<file path="src/rtl/layer2_argmax.sv">
// layer2_argmax: scans the Layer 2 logit store one entry per cycle and reports the argmax class.
// Define ARGMAX_MARGIN_EN to also track the runner-up and report top1-top2 on margin.
module layer2_argmax #(
  parameter int NUM_CLASSES = 10,
  parameter int LOGIT_W = 6,
  parameter int IDX_W = 4
) (
  input  logic                      clk,
  input  logic                      rst_n,
  input  logic                      start,
  output logic                      busy,
  output logic                      done,
  output logic [IDX_W-1:0]          logit_addr,
  input  logic signed [LOGIT_W-1:0] logit_data,
  output logic [IDX_W-1:0]          class_idx,
  output logic signed [LOGIT_W-1:0] max_logit,
  output logic                      class_valid,
  output logic [LOGIT_W:0]          margin
);
  typedef enum logic [1:0] {IDLE, SCAN, DONE_ST} state_t;
  localparam logic signed [LOGIT_W-1:0] MIN_VAL = {1'b1, {(LOGIT_W-1){1'b0}}};
  localparam logic [IDX_W-1:0] LAST = IDX_W'(NUM_CLASSES - 1);
  state_t state;
  logic signed [LOGIT_W-1:0] best_val, nb_val;
  logic [IDX_W-1:0] best_idx, nb_idx;
  logic gt_best;
  logic [LOGIT_W:0] nm;
  // Strict compare keeps the lowest index on ties.
  always_comb begin
    gt_best = logit_data > best_val;
    nb_val = gt_best ? logit_data : best_val;
    nb_idx = gt_best ? logit_addr : best_idx;
  end
`ifdef ARGMAX_MARGIN_EN
  logic signed [LOGIT_W-1:0] second_val, ns_val;
  always_comb begin
    ns_val = gt_best ? best_val : (logit_data > second_val ? logit_data : second_val);
    nm = {nb_val[LOGIT_W-1], nb_val} - {ns_val[LOGIT_W-1], ns_val};
  end
  always_ff @(posedge clk or negedge rst_n)
    if (!rst_n) second_val <= MIN_VAL;
    else if (state == IDLE && start) second_val <= MIN_VAL;
    else if (state == SCAN) second_val <= ns_val;
`else
  assign nm = '0;
`endif
  always_ff @(posedge clk or negedge rst_n) begin
    if (!rst_n) begin
      state <= IDLE;
      busy <= 1'b0;
      done <= 1'b0;
      class_valid <= 1'b0;
      class_idx <= '0;
      max_logit <= '0;
      margin <= '0;
      logit_addr <= '0;
      best_val <= MIN_VAL;
      best_idx <= '0;
    end else begin
      case (state)
        IDLE: if (start) begin
          state <= SCAN;
          busy <= 1'b1;
          logit_addr <= '0;
          class_valid <= 1'b0;
          best_val <= MIN_VAL;
          best_idx <= '0;
        end
        SCAN: begin
          best_val <= nb_val;
          best_idx <= nb_idx;
          if (logit_addr == LAST) begin
            class_idx <= nb_idx;
            max_logit <= nb_val;
            margin <= nm;
            class_valid <= 1'b1;
            done <= 1'b1;
            busy <= 1'b0;
            state <= DONE_ST;
          end else logit_addr <= logit_addr + 1'b1;
        end
        DONE_ST: if (!start) begin
          state <= IDLE;
          done <= 1'b0;
        end
        default: state <= IDLE;
      endcase
    end
  end
endmodule

</file>
<file path="config.mk">
export PLATFORM = sky130hd
export DESIGN_NAME = layer2_argmax
export DESIGN_NICKNAME = d
export VERILOG_FILES = /design/src/rtl/layer2_argmax.sv
export SDC_FILE = /design/constraint.sdc
export NUM_CORES = 1
export LEC_CHECK = 0
export CORE_MARGIN = 3
export CORE_UTILIZATION = 44
export DETAILED_ROUTE_END_ITERATION = 8
export GPL_TIMING_DRIVEN = 0
export PLACE_DENSITY = 0.75
export SYNTH_ARGS = -nofsm -noshare
export SYNTH_HDL_FRONTEND = slang
export SYNTH_SLANG_ARGS = --single-unit
</file>
<file path="constraint.sdc">
create_clock -name clk -period 1.9 [get_ports clk]
set_input_delay 0.57 -clock clk [delete_from_list [all_inputs] [get_ports clk]]
set_output_delay 0.57 -clock clk [all_outputs]
set_load 0.02 [all_outputs]
</file>
==> impl_metrics.csv <==
group,metric,value,unit
global_route,grt_max_degree,30,
worst_setup_path,crit-reg2reg-launch,"best_val[5]",
outcome,failed_checks,"negative setup slack",
layout,final_cell_count_no_fill,241,
clocking,clk_pin_slew,0.09,ns
timing,rsz0062_at_grt,"true",
worst_setup_path,required,2.11,ns
worst_setup_path,crit_slowest_cell,"dfstp_2",
worst_setup_path,cp-endpoint,"class_idx[1]",
timing,finalHoldViolCount,0,
worst_setup_path,worstPathMaxFanout,4,
worst_setup_path,cp-start-kind,"register",
global_route,grt_pass1_wl,5910,um
layout,nets,214,
route,vias,1264,
hold_path,min_path_type,"in -> async",
timing,tightest_slew,0.632,ns
timing,fmaxAchievable,0.458,GHz
route,wl_per_cell,15.7,um
floorplan,ioPinCount,33,
timing,period_minus_slack,2.18,ns
route,drtAntennaViolNets,0,
timing,timing.final.ws_setup,-0.281,ns
layout,fillCellCount,237,
yosys,yosysSeqAreaShare,0.496,
route,routed_wl,3780,um
layout,areaGrowthSynthToFinish,36.9,%
floorplan,die-height,63.7,um
global_route,antenna_found_initial,0,
worst_setup_path,critical_path_buf_inv_count,3,
timing,final.setup_skew,0.00727,ns
global_route,grt_pass1_vias,1202,
yosys,async_flop_share,1.00,
outcome,status,"complete, but fails checks",
clocking,cts_hold_buf,0,
floorplan,start_util,0.469,
timing,maxSlewViolCount,0,
place,place_congestion,0.739,
global_route,grt_use_total,0.193,
yosys,synth.ff_latch_count,29,
yosys,yosysMostFrequentCell,"dfrtp_1",
pwr,p_leak,0.000989,uW
worst_setup_path,max_stage_delay,0.56,ns
worst_setup_path,crit_cells,9,
worst_setup_path,rrSetupSlack,-0.28,ns
yosys,synth_area_leaders,"dfrtp_1 48%, ha_1 6.8%, nand2_1 5.6%",
layout,drive_gt1_frac,0.218,
clocking,cts_tree,"yes",
layout,diodes,0,
clocking,h-tree-depth,2,
place,port_buffers,25,
yosys,synth-edff-count,0,
worst_setup_path,path_cells,"inv_2, ha_4, nand4_1, o21bai_4, a31oi_4, buf_6, buf_4, mux2i_4, a21oi_2",
clocking,cts_buffers,5,
yosys,synthDistinctLibCells,30,
timing,relSlewSlack,0.579,
worst_setup_path,cp-end-kind,"register",
clocking,root_buffer,"clkbuf_4",
global_route,overflow,0,
yosys,synthFlopType,"dfrtp_1",
clocking,clock_sinks,29,
worst_setup_path,cp.arrival,2.39,ns
route,drt-pass1-iter-count,6,
timing,whs,0.242,ns
route,viasPerCell,5.24,
yosys,yosys_warnings,0,
layout,area.sequential,727,um^2
clocking,clock_latency,0.34,ns
yosys,netlist_instances,150,
worst_setup_path,cp_top_family,"flip-flops",
place,hpwlAfterDp,2370,um
clocking,cts_buffer_depth,2,
floorplan,coreArea,3130,um^2
pwr,peakVddDrop,0.592,mV
flow_run,maxCapViolations,0,
route,drc,0,
worst_setup_path,path_class,"reg -> reg",
layout,multiInputGateArea,716,um^2
timing,period_share,1.15,
worst_setup_path,r2r-end,"class_idx[1]",
floorplan,die_w,63.7,um
floorplan,die_area,4060,um^2
place,pre_cts_ws,-0.732,ns
worst_setup_path,rr_worst_depth,9,
yosys,syn_area_per_cell,9.78,um^2
yosys,synth_commonest_cells,"28 x dfrtp_1, 22 x nand2_1, 15 x nor2_1",
route,first_iter_violations,97,
yosys,yosysTopAreaCell,"dfrtp_1",
place,dp.cells,225,
timing,setup_viol,20,
yosys,synth_area,1470,um^2
yosys,netlist.area_leader.share,0.478,
floorplan,rows,20,
pwr,power.density,1880,nW/um^2
worst_setup_path,crit_path_start,"best_val[5]",
## where the power goes
group          switching (uW)  internal, uW
clock network             214           174
logic                    1200          1060
registers                 209           909
## registers in the layout, summed over array words and instances (netlist names)
| register | flops |
|---|---|
| busy | 1 |
| best_val | 6 |
| done | 1 |
| class_valid | 1 |
| logit_addr | 4 |
| state | 2 |
| max_logit | 6 |
| class_idx | 4 |
| best_idx | 4 |
## per-stage QoR
stage / area (um^2) / util / power, uW / setup TNS, ns
finish: 2010 / 0.642 / 3770 / -3.67
global route: 2010 / 0.642 / 3990 / -4.88
CTS: 1930 / 0.617 / 3490 / -0.866
detailed placement: 1790 / 0.574 / 2850 / -17.72
global placement: 1790 / 0.574 / 2760 / -15.34
floorplan: 1490 / - / 2210 / 0
## cell usage in the layout, fill, tap and decap left out, drive strengths merged, types with 9 or more instances in the layout
cell type and count:
dfrtp 28, nand2 22, buf 21, nor2 15
clkdlybuf4s50 11, o21ai 11, dlygate4sd2 10, inv 10
a21oi 9, clkbuf 9
## worst min path at each step
stage / from / to / slack (ns) / cells past startpoint
after floorplan: rst_n / best_idx[0] / 0.27 / 0
after global placement: class_valid / class_valid / 0.46 / 1
after detailed placement: class_valid / class_valid / 0.49 / 1
after CTS: class_valid / class_valid / 0.51 / 1
after global routing: rst_n / busy / 0.29 / 1
final: rst_n / state[0] / 0.24 / 1
## cells by family after synthesis
logic type	count (synthesis)	share of synthesized area
and+or+nand+nor	47	0.139
AOI/OAI and AO/OA	32	0.143
DFF	29	0.496
buffers and inverters	23	0.0845
adders and majority gates	8	0.0683
muxes	8	0.0546
xor gates and xnor gates	2	0.0119
other	1	0.00256
## what timing repair did
action / CTS / global route
gates resized for setup: 24 / 14
pin swaps: 10 / 3
endpoints found under the setup margin: 24 / 23
buffers inserted: 4 / 3
gates cloned: 2 / 0
## routing by layer
layer	GRT usage	part of all wire	up-vias
li1	-	-	592
met1	0.240	0.42	612
met2	0.317	0.52	50
met3	0.0439	0.042	10
met4	0.0889	0.019	0
met5	0	0	-
## cell type report
cell class | count | share of cell area
flip-flops and latches | 29 | 0.362
multi-input cells | 104 | 0.356
repair buffers | 34 | 0.163
plain buffers | 13 | 0.0455
clock buffers | 7 | 0.0274
well taps | 44 | 0.0274
inverters | 10 | 0.0187
## worst reg2reg max path, cell delays in order, from the launching register on
cell,delay (ns)
dfstp_2,0.56
inv_2,0.05
ha_4,0.26
nand4_1,0.16
o21bai_4,0.24
a31oi_4,0.17
buf_6,0.16
buf_4,0.13
mux2i_4,0.24
a21oi_2,0.08
Power figures use the tool's default switching activity.
